$ cat config.mk
export PLATFORM = sky130hd
export DESIGN_NAME = ti_kbd_matrix_flat
export DESIGN_NICKNAME = d
export VERILOG_FILES = /design/src/rtl/ti_kbd_matrix_if.sv /design/src/rtl/ti_kbd_matrix.sv /design/src/flat_wrapper.sv
export SDC_FILE = /design/constraint.sdc
export NUM_CORES = 1
export LEC_CHECK = 0
export ABC_CLOCK_PERIOD_IN_PS = 3330
export CAP_MARGIN = 20
export CORE_MARGIN = 3
export CORE_UTILIZATION = 45
export CTS_CLUSTER_DIAMETER = 120
export DETAILED_ROUTE_END_ITERATION = 6
export PLACE_DENSITY = 0.75
export SYNTH_ARGS = -nofsm -noshare
export SYNTH_HDL_FRONTEND = slang
export SYNTH_SLANG_ARGS = --single-unit
$ cat constraint.sdc
create_clock -name clk_sys -period 3.33 [get_ports clk_sys]
set_input_delay 0.4995 -clock clk_sys [delete_from_list [all_inputs] [get_ports clk_sys]]
set_output_delay 0.4995 -clock clk_sys [all_outputs]
set_load 0.02 [all_outputs]
$ cat src/rtl/ti_kbd_matrix_if.sv
// Host-side inputs (PS/2 events, joystick, cursor mode) and the console
// strobe/sense lines of the TI-99/4A keyboard matrix.
interface ti_kbd_matrix_if;
  logic [10:0] ps2_key;
  logic [4:0]  joy;
  logic        cursor_keys;
  logic [7:0]  strobe_n;
  logic [7:0]  sense_n;
  logic        busy;

  modport master (output ps2_key, joy, cursor_keys, strobe_n, input sense_n, busy);
  modport slave  (input ps2_key, joy, cursor_keys, strobe_n, output sense_n, busy);
endinterface

$ cat src/rtl/ti_kbd_matrix.sv
// PS/2 + joystick to TI-99/4A 8x8 keyboard matrix, with a sequencer that
// synthesises FCTN-combination keys so FCTN leads and trails the base key.
module ti_kbd_matrix #(
  parameter logic [15:0] MOD_CYCLES = 16'd2000
) (
  input  logic           clk_sys,
  input  logic           reset,
  ti_kbd_matrix_if.slave bus
);
  typedef enum logic [1:0] {IDLE, PRE, HOLD, POST} seq_state_t;
  typedef struct packed {logic valid; logic [2:0] col; logic [2:0] row;} key_pos_t;

  function automatic key_pos_t pos(input logic [2:0] col, input logic [2:0] row);
    pos = '{valid: 1'b1, col: col, row: row};
  endfunction

  // Directly mapped keys; key is {extended, scan code}.
  function automatic key_pos_t plain_decode(input logic [8:0] key);
    plain_decode = '0;
    case (key)
      9'h01C: plain_decode = pos(3'd2, 3'd0); 9'h032: plain_decode = pos(3'd2, 3'd1); // A B
      9'h021: plain_decode = pos(3'd2, 3'd2); 9'h02B: plain_decode = pos(3'd2, 3'd3); // C F
      9'h034: plain_decode = pos(3'd2, 3'd4); 9'h033: plain_decode = pos(3'd2, 3'd5); // G H
      9'h043: plain_decode = pos(3'd2, 3'd6); 9'h03B: plain_decode = pos(3'd2, 3'd7); // I J
      9'h042: plain_decode = pos(3'd3, 3'd0); 9'h04B: plain_decode = pos(3'd3, 3'd1); // K L
      9'h03A: plain_decode = pos(3'd3, 3'd2); 9'h031: plain_decode = pos(3'd3, 3'd3); // M N
      9'h044: plain_decode = pos(3'd3, 3'd4); 9'h04D: plain_decode = pos(3'd3, 3'd5); // O P
      9'h046: plain_decode = pos(3'd3, 3'd6); 9'h015: plain_decode = pos(3'd3, 3'd7); // 9 Q
      9'h058: plain_decode = pos(3'd4, 3'd0); 9'h04C: plain_decode = pos(3'd4, 3'd1); // ALPHA ;
      9'h05A: plain_decode = pos(3'd4, 3'd2); 9'h04A: plain_decode = pos(3'd4, 3'd3); // Enter /
      9'h011: plain_decode = pos(3'd4, 3'd4); 9'h016: plain_decode = pos(3'd4, 3'd5); // FCTN 1
      9'h03D: plain_decode = pos(3'd5, 3'd0); 9'h03E: plain_decode = pos(3'd5, 3'd1); // 7 8
      9'h055: plain_decode = pos(3'd5, 3'd2); 9'h049: plain_decode = pos(3'd5, 3'd3); // = .
      9'h023: plain_decode = pos(3'd5, 3'd4); 9'h01B: plain_decode = pos(3'd5, 3'd5); // D S
      9'h041: plain_decode = pos(3'd5, 3'd6); 9'h012: plain_decode = pos(3'd5, 3'd7); // , LShift
      9'h059: plain_decode = pos(3'd5, 3'd7);                                         // RShift
      9'h02D: plain_decode = pos(3'd6, 3'd0); 9'h02C: plain_decode = pos(3'd6, 3'd1); // R T
      9'h03C: plain_decode = pos(3'd6, 3'd2); 9'h02A: plain_decode = pos(3'd6, 3'd3); // U V
      9'h01D: plain_decode = pos(3'd6, 3'd4); 9'h024: plain_decode = pos(3'd6, 3'd5); // W E
      9'h035: plain_decode = pos(3'd6, 3'd6); 9'h014: plain_decode = pos(3'd6, 3'd7); // Y CTRL
      9'h01A: plain_decode = pos(3'd7, 3'd0); 9'h045: plain_decode = pos(3'd7, 3'd1); // Z 0
      9'h01E: plain_decode = pos(3'd7, 3'd2); 9'h026: plain_decode = pos(3'd7, 3'd3); // 2 3
      9'h025: plain_decode = pos(3'd7, 3'd4); 9'h02E: plain_decode = pos(3'd7, 3'd5); // 4 5
      9'h022: plain_decode = pos(3'd7, 3'd6); 9'h036: plain_decode = pos(3'd7, 3'd7); // X 6
      9'h029: plain_decode = pos(3'd1, 3'd7);                                         // Space
      default: plain_decode = '0;
    endcase
  endfunction

  // Keys that need FCTN; the base key position is returned.
  function automatic key_pos_t comp_decode(input logic [8:0] key, input logic cursor);
    comp_decode = '0;
    case (key)
      9'h066: comp_decode = pos(3'd5, 3'd5);                     // Backspace -> S
      9'h171: comp_decode = pos(3'd4, 3'd5);                     // Delete    -> 1
      9'h076: comp_decode = pos(3'd3, 3'd6);                     // Esc       -> 9
      9'h175: if (cursor) comp_decode = pos(3'd6, 3'd5);         // Up    -> E
      9'h172: if (cursor) comp_decode = pos(3'd7, 3'd6);         // Down  -> X
      9'h16B: if (cursor) comp_decode = pos(3'd5, 3'd5);         // Left  -> S
      9'h174: if (cursor) comp_decode = pos(3'd5, 3'd4);         // Right -> D
      default: comp_decode = '0;
    endcase
  endfunction

  // Arrow keys as joystick directions, same bit order as joy[3:0].
  function automatic logic [3:0] arrow_decode(input logic [8:0] key);
    case (key)
      9'h175:  arrow_decode = 4'b1000;
      9'h172:  arrow_decode = 4'b0100;
      9'h16B:  arrow_decode = 4'b0010;
      9'h174:  arrow_decode = 4'b0001;
      default: arrow_decode = 4'b0000;
    endcase
  endfunction

  logic             toggle_q;
  logic [7:0][7:0]  key_q;      // [column][row]
  logic [3:0]       arrow_q;
  seq_state_t       state_q, state_d;
  logic [15:0]      cnt_q, cnt_d;
  key_pos_t         base_q, base_d;
  logic [8:0]       latch_q, latch_d;
  logic             pend_q, pend_d;
  logic             busy_q;
  logic [7:0]       sense_q;
  logic [7:0][7:0]  mat;
  logic [7:0]       sel;
  logic [4:0]       joy_all;

  logic       ev;
  logic       pressed;
  logic [8:0] key_code;
  key_pos_t   plain, comp;
  logic [3:0] arrow;
  logic       brk;

  assign ev       = bus.ps2_key[10] ^ toggle_q;
  assign pressed  = bus.ps2_key[9];
  assign key_code = bus.ps2_key[8:0];
  assign plain    = plain_decode(key_code);
  assign comp     = comp_decode(key_code, bus.cursor_keys);
  assign arrow    = arrow_decode(key_code);
  assign brk      = ev && !pressed && (key_code == latch_q);
  assign joy_all  = bus.joy | {1'b0, arrow_q};

  // Event edge detect and physical key make/break state.
  always_ff @(posedge clk_sys) begin
    // NOTE: non-blocking assignments keep every flop sampling pre-edge values.
    toggle_q <= bus.ps2_key[10];
    if (reset) begin
      // NOTE: the key array is flops, not RAM, so it can and must be cleared.
      key_q   <= '0;
      arrow_q <= '0;
    end else if (ev) begin
      if (plain.valid) key_q[plain.col][plain.row] <= pressed;
      if (!pressed)                 arrow_q <= arrow_q & ~arrow;
      else if (!bus.cursor_keys)    arrow_q <= arrow_q | arrow;
    end
  end

  // Composite sequencer: next state, counter and latched key.
  always_comb begin
    // NOTE: every output gets a default first so no path infers a latch.
    state_d = state_q;
    cnt_d   = cnt_q;
    base_d  = base_q;
    latch_d = latch_q;
    pend_d  = pend_q;
    case (state_q)
      IDLE: if (ev && pressed && comp.valid) begin
        base_d  = comp;
        latch_d = key_code;
        cnt_d   = MOD_CYCLES - 16'd1;
        pend_d  = 1'b0;
        state_d = PRE;
      end
      PRE: begin
        if (brk) pend_d = 1'b1;
        if (cnt_q == 16'd0) state_d = HOLD;
        else                cnt_d   = cnt_q - 16'd1;
      end
      HOLD: if (brk || pend_q) begin
        cnt_d   = MOD_CYCLES - 16'd1;
        pend_d  = 1'b0;
        state_d = POST;
      end
      POST: begin
        if (cnt_q == 16'd0) state_d = IDLE;
        else                cnt_d   = cnt_q - 16'd1;
      end
      default: state_d = IDLE;
    endcase
  end

  // Sequencer registers; busy tracks the registered state.
  always_ff @(posedge clk_sys) begin
    if (reset) begin
      state_q <= IDLE;
      cnt_q   <= '0;
      base_q  <= '0;
      latch_q <= '0;
      pend_q  <= 1'b0;
      busy_q  <= 1'b0;
    end else begin
      state_q <= state_d;
      cnt_q   <= cnt_d;
      base_q  <= base_d;
      latch_q <= latch_d;
      pend_q  <= pend_d;
      busy_q  <= (state_d != IDLE);
    end
  end

  // Full matrix image and the OR of all strobed columns.
  always_comb begin
    mat = key_q;
    for (int c = 0; c < 2; c++) begin
      mat[c][0] = mat[c][0] | joy_all[4];
      mat[c][1] = mat[c][1] | joy_all[1];
      mat[c][2] = mat[c][2] | joy_all[0];
      mat[c][3] = mat[c][3] | joy_all[2];
      mat[c][4] = mat[c][4] | joy_all[3];
    end
    mat[4][0] = mat[4][0] | joy_all[3];
    mat[4][4] = mat[4][4] | (state_q != IDLE);
    if (state_q == HOLD) mat[base_q.col][base_q.row] = 1'b1;
    sel = '0;
    for (int c = 0; c < 8; c++)
      if (!bus.strobe_n[c]) sel = sel | mat[c];
  end

  // Registered active-low sense lines.
  always_ff @(posedge clk_sys) begin
    if (reset) sense_q <= 8'hFF;
    else       sense_q <= ~sel;
  end

  assign bus.sense_n = sense_q;
  assign bus.busy    = busy_q;
endmodule

$ cat src/flat_wrapper.sv
// flat-port wrapper written by rule: the top's interface ports become plain ports
module ti_kbd_matrix_flat 
#(
  parameter logic [15:0] MOD_CYCLES = 16'd2000
)
  (clk_sys, reset, bus_ps2_key, bus_joy, bus_cursor_keys, bus_strobe_n, bus_sense_n, bus_busy);
  ti_kbd_matrix_if bus_i ();
  input  logic clk_sys;
  input  logic reset;
  input wire logic [$bits(bus_i.ps2_key)-1:0] bus_ps2_key;
  input wire logic [$bits(bus_i.joy)-1:0] bus_joy;
  input wire logic [$bits(bus_i.cursor_keys)-1:0] bus_cursor_keys;
  input wire logic [$bits(bus_i.strobe_n)-1:0] bus_strobe_n;
  output wire logic [$bits(bus_i.sense_n)-1:0] bus_sense_n;
  output wire logic [$bits(bus_i.busy)-1:0] bus_busy;
  assign bus_i.ps2_key = bus_ps2_key;
  assign bus_i.joy = bus_joy;
  assign bus_i.cursor_keys = bus_cursor_keys;
  assign bus_i.strobe_n = bus_strobe_n;
  assign bus_sense_n = bus_i.sense_n;
  assign bus_busy = bus_i.busy;
  ti_kbd_matrix #(.MOD_CYCLES(MOD_CYCLES)) u_core (.clk_sys(clk_sys), .reset(reset), .bus(bus_i));
endmodule
* After elaboration in Yosys (flattened, before gate mapping)
Memory sizes are Yosys's and may differ from the RTL's.
Index checks and enable logic that the tools add are counted.
** Word-level totals
- Memories kept :: 1
- Memory bits (read-only) :: 896
- Output and inout bits :: 9
- Logic and storage cells :: 132
- Bits in registers :: 112
- Bits of input ports :: 27
** Memories
- (name not given) :: words 128, width 7, read ports 1, clocked after Yosys merged registers in 0, wr ports 0, RTL line ti_kbd_matrix.sv:20 : case (key)
** Cells by class
- Reductions and logical operators :: 22
- Muxes and demuxes :: 40
- Order comparisons :: 8
- $add $sub $neg :: 1
- Eq/ne operators :: 16
- Bitwise logic cells :: 26
** Operators by type and width (count)
- 2-to-1 mux 8 bit :: 10
- bitwise mux 64 bit :: 1
- 2-to-1 mux 64 bit :: 1
- bitwise OR 64 bit :: 1
- bitwise OR 8 bit :: 7
- one-hot mux 7 bit (7 select lines) :: 1
- demux 8 bit (select 3 bit) :: 2
- 2-to-1 mux 16 bit :: 3
- one-hot mux 16 bit (3 select lines) :: 1
- == test 9 bit (second input constant) :: 5
- 2-to-1 mux 7 bit :: 5
- == test 9 x 7 -> 1 bit (second input constant) :: 2
- logical NOT 16 bit :: 1
- less-than comparator 3 x 4 -> 1 bit (second input constant) :: 4
- one-hot mux 4 bit (4 select lines) :: 1
- subtractor 16 x 1 -> 16 bit (second input constant) :: 1
- >= comparator 3 x 1 -> 1 bit (second input constant) :: 4
- bitwise OR 1 bit :: 12
- == test 9 bit :: 1
- logical AND 1 bit :: 8
- 2-to-1 mux 2 bit :: 4
- 2-to-1 mux 4 bit :: 2
- NOT 8 bit :: 1
- one-hot mux 2 bit (4 select lines) :: 1
- other kinds (21) :: 34

* Longest topological paths before layout
- Depth in word-level cells :: 24
- Depth in mapped cells :: 13
- Depth with buffers taken out :: 9

* Worst setup path after synthesis
No wires, ideal clock.
- Kind :: input to register
- Start :: input bus_ps2_key[1]
- End :: register u_core.busy_q, in the netlist u_core.bus.busy
- Path buffers :: 3
- Setup time :: 123 ps
- Stages :: 11
- Required time :: 3207 ps
- Path slack :: 181 ps
- Data arrival time :: 3026 ps
- Cells stage by stage :: clkbuf_1 -> inv_1 -> ha_1 -> clkbuf_1 -> and4b_1 -> o2111a_1 -> a31o_2 -> a2111oi_2 -> buf_2 -> nor3_1 -> or2_2
** On the way
- Longest elaborated chain between the ends :: 6
- Elaborated cells on any way between the ends :: 16
- Those cells by class :: eq/ne: 8; mux: 4; reduce/logical: 4
** RTL lines
- start, declared :: RTL line flat_wrapper.sv:10 : input wire logic [$bits(bus_i.ps2_key)-1:0] bus_ps2_key;
- == test 9 bit (tied with other cells) :: RTL line ti_kbd_matrix.sv:53 : case (key)
- one-hot mux 7 bit (7 select lines) or logical AND 1 bit (tied branches) :: RTL line ti_kbd_matrix.sv:53, ti_kbd_matrix.sv:103
- logical AND 1 bit or logical OR 1 bit (tied branches) :: RTL line ti_kbd_matrix.sv:130, ti_kbd_matrix.sv:142
- 2-to-1 mux 2 bit (on tied branches) :: RTL line ti_kbd_matrix.sv:130, ti_kbd_matrix.sv:142
- one-hot mux 2 bit (4 select lines) * :: RTL line ti_kbd_matrix.sv:129 : case (state_q)
- nonzero test 2 bit * :: RTL line ti_kbd_matrix.sv:170 : busy_q <= (state_d != IDLE);
- end signal, assigned :: RTL line ti_kbd_matrix.sv:170
- end, declared :: RTL line ti_kbd_matrix.sv:84 : logic busy_q;
Mark *: on every way between the ends. The rest lies on a longest branch, timed or not.
A chain may end at the register's enable or synchronous reset.

* Final worst setup path
- Start :: input bus_ps2_key[0]
- End :: register u_core.key_q[27] in the netlist's numbering
** On the way
- Longest elaborated chain between the ends :: 9
- Elaborated cells on any way between the ends :: 14
- Those cells by class :: order compare: 4; mux: 6; reduce/logical: 3; memory: 1
** RTL lines
- memory (128 x 7 bit) *
- 2-to-1 mux 7 bit * :: RTL line ti_kbd_matrix.sv:20
- less-than comparator 3 x 4 -> 1 bit (implied by the code) or >= comparator 3 x 1 -> 1 bit (tied branches) :: RTL line ti_kbd_matrix.sv:115 : if (plain.valid) key_q[plain.col][plain.row] <= pressed;
- logical AND 1 bit (implied by the code) :: RTL line ti_kbd_matrix.sv:115
- 2-to-1 mux 1 bit (implied by the code) :: RTL line ti_kbd_matrix.sv:115
- demux 1 bit (select 3 bit)
- 2-to-1 mux 8 bit (implied by the code) :: RTL line ti_kbd_matrix.sv:115
- demux 8 bit (select 3 bit)
- bitwise mux 64 bit :: RTL line ti_kbd_matrix.sv:115
- end signal, assigned by index :: RTL line ti_kbd_matrix.sv:115
- end, declared :: RTL line ti_kbd_matrix.sv:77 : logic [7:0][7:0] key_q;
Marked as above.

==> summary.txt <==
Outcome
  – Status: finished with violations
  – Failing checks: DRC

Logic synthesis
  – Multiplexer share of the synthesized area: a little over 7%
  – Yosys top cell by area: dfxtp_1
  – Post-synth EDFFs: 0
  – Xor and xnor fraction of the mapped netlist area: roughly 2.5%
  – Synth Area in Compound Gates: 25.28%
  – Synth async-reset ratio: 0%
  – Yosys warns: 0
  – Share of the yosys chip area belonging to registers: 32.16%
  – Synth Area in Simple Gates: between 20% and 30%
  – Avg Synthesized Cell Area: 8.024 sq um
  – Area contributors post-synth: dfxtp_1, a21oi_1, mux2i_1
  – Post-Syn Area: 6973 sq um
  – Area share of the largest cell type after synthesis: about 32%
  – Synth Instances: between 800 and 900
  – Distinct cells, synth: 77
  – Largest family of logic cells by synthesized area: simple AND/OR/NAND/NOR gates
  – Synth Flop Type: dfxtp_1
  – Post-synthesis register bit count: 112
  – Syn_nets: between 900 and 1000
  – Adder and majority gate portion of the synthesized area: about 1.6%

Setup path
  – Reg-to-Reg Start: u_core.cnt_q[3]
  – Crit Path Max Fanout: 8
  – Crit end category: register
  – Crit path DAT: between 3 and 4 ns
  – Crit path from: bus_ps2_key[0]
  – WS Path Type: in2reg
  – Crit path required time: approximately 3.5 ns
  – Worst setup SP type: input port

GRT
  – Vias in the first global route: between 6000 and 7000
  – Largest net degree at the start of global routing: 63
  – GRT Total Usage: between 20% and 30%
  – Initial antenna violation count: 0
  – Global-route wire length before repair: around 34000 microns
  – Total gr overflow: 0

Cells and area
  – Fillers: between 1000 and 1500
  – Syn-to-layout area delta: 19.54%
  – Most common cell after layout, fill and taps aside: dfxtp_1
  – Commonest non-fill, non-tap cells in the layout: dfxtp_1, a21oi_1, buf_4, nand2_1, nor2_1
  – Share of layout cells above drive strength 1: 14.96%
  – Nets@finish: 967
  – Area of the multi-input gates: 4352 sq um
  – Antenna Cells: 0
  – Register area: between 2000 and 2500 sq um

STA
  – Setup-violating endpoint count in the final report: 0
  – Crit path time final: 3.172 ns
  – Crit share post-route: between 90% and 100%
  – Hold slack: ~0.47 ns
  – Slew Viols, Final: 0
  – Max Clk Rate: 315.3 MHz
  – Final hold viol count: 0
  – RSZ-0062 raised after global routing: false
  – Max Clock Skew: between 0.01 and 0.015 ns
  – Final WS setup: ~0.16 ns
  – Slew @ Worst Pin: around 1.0 ns
  – Relative slew slack: between 30% and 40%

Clock network
  – CTS max path bufs: 2
  – H-tree depth: 3
  – Clk root buf: clkbuf_16
  – Worst-path clk slew: 0.08 ns
  – CTS Sinks: around 110
  – CTS buffer count: 9
  – Post_cts resized: 0
  – CTS tree: yes
  – Postcts setup bufs: 0
  – Skew-Pair Late Insertion Delay: 0.36 ns
  – # hold bufs at CTS: 0

Floorplan
  – Die area: roughly 17000 sq um
  – Core box area: 14860 sq um
  – Row cnt: 44
  – Initial cell density of the core: between 40% and 50%
  – I/O pin cnt: 36
  – Chip Width: approximately 130 microns
  – Die Height: ~130 microns

Routing
  – Avg WL per Cell: roughly 19 microns
  – DRC Markers: 1
  – Drt initial violations: between 900 and 1000
  – First-pass DRT Iterations: 7
  – Via count: between 7000 and 8000
  – Final antenna-violating net count: 0
  – Vias per cell: 6.495
  – DRT Wirelength: between 20000 and 25000 microns

Power and ir drop
  – Int Power: between 2 and 2.5 mW
  – Switching power: 824.3 uW
  – Sw frac: between 20% and 30%
  – Maximum vdd drop: 0.2259 mV
  – Clock network fraction of total power: roughly 38%
  – Power per cell area: between 300 and 400 nW/um^2
  – Combinational power share: between 15 and 20%
  – Reg power frac: between 40% and 50%
  – Leak Pwr: roughly 3.1 nW

Place
  – IO Port Bufs: 35
  – Post-DP HPWL: 15230 microns
  – Placement Setup Slack: -0.2099 ns
  – Placer Congestion: around 0.97

Min path
  – Hold_sp: u_core.key_q[1]
  – Worst Hold Class: reg2reg

Job
  – Max cap viols: 0
-- synthesized netlist by cell type, drive strengths merged (4+ instances only) --
master	number
dfxtp	112
nor3b	9
or3	6
a2111oi	11
o21ai	11
nand2	68
ha	9
buf	31
o21a	4
o22ai	35
nor4	12
nor3	27
or2	4
nand4	30
o41ai	4
a31o	4
mux2i	46
a311oi	7
xnor2	20
a211oi	9
clkbuf	42
and3b	4
nor2b	16
or4	8
o31ai	36
nand2b	18
a21oi	108
nand3	49
nor2	54
and3	8
and2	6
inv	16
-- critical path, stage by stage --
cell and delay (ns):
clkdlybuf4s50_1 0.56, inv_1 0.11, ha_1 0.32, nor2b_1 0.15, or3_1 0.37, a41oi_1 0.25
buf_4 0.17, a311o_4 0.32, nand3_1 0.27, o31ai_1 0.28, a21oi_1 0.09
-- per-stage QoR --
stage,instances,cell area [sq um],utilization (%),power (mW),setup TNS [ns]
after floorplan,869,6973,-,1.633,0
after global placement,1104,8016,53.93,1.816,-2.823
after detailed placement,1104,8016,53.93,1.817,-7.184
after CTS,1120,8325,56.01,2.894,0
after global routing,1120,8335,56.08,2.994,0
final,1120,8335,56.08,2.892,0
-- worst paths after layout --
path	end	slack, ns	cells past startpoint
worst max-delay path	u_core.key_q[27]	0.16	11
worst min-delay path	u_core.key_q[1]	0.47	2
worst max register to register	u_core.cnt_q[7]	0.88	8
worst min register to register	u_core.key_q[1]	0.47	2
-- cell families (layout without fill, tap and decap cells) --
group / Yosys count / in the layout
and+or+nand+nor: 328 / 328
AOI/OAI and AO/OA: 262 / 262
DFF: 112 / 112
buffers and inverters: 90 / 157
muxes: 48 / 48
xor gates and xnor gates: 20 / 20
adders and majority gates: 9 / 9
-- registers in the layout, summed over array words and instances (netlist names), named ones only --
signal	count
u_core.base_q	6
u_core.bus.busy	1
u_core.bus.sense_n	8
u_core.cnt_q	16
u_core.key_q	64
u_core.latch_q	9
u_core.pend_q	1
u_core.state_q	2
u_core.toggle_q	1
-- power groups by stage --
stage / clock network, mW / logic, mW / registers (mW)
after CTS: 1.11 / 0.439 / 1.35
final: 1.10 / 0.448 / 1.35
after global routing: 1.16 / 0.480 / 1.35
after global placement: 0 / 0.435 / 1.38
after floorplan: 0 / 0.248 / 1.39
after detailed placement: 0 / 0.437 / 1.38
-- routing by layer --
metal / global-route usage [%] / part of all wire [%]
met1: 34.50 / 41
met2: 39.69 / 45
met3: 4.431 / 11
met4: 7.683 / 2.7
met5: 0 / 0
-- layout make-up --
class | instances | area share (%)
multi-input combinational | 667 | 52.21
sequential | 112 | 26.90
timing repair buffer | 124 | 13.66
tap | 184 | 2.762
clock buffer | 9 | 2.702
clock inverter | 7 | 1.006
inverter | 17 | 0.7655
No activity file was read; power rests on OpenSTA's default activity.
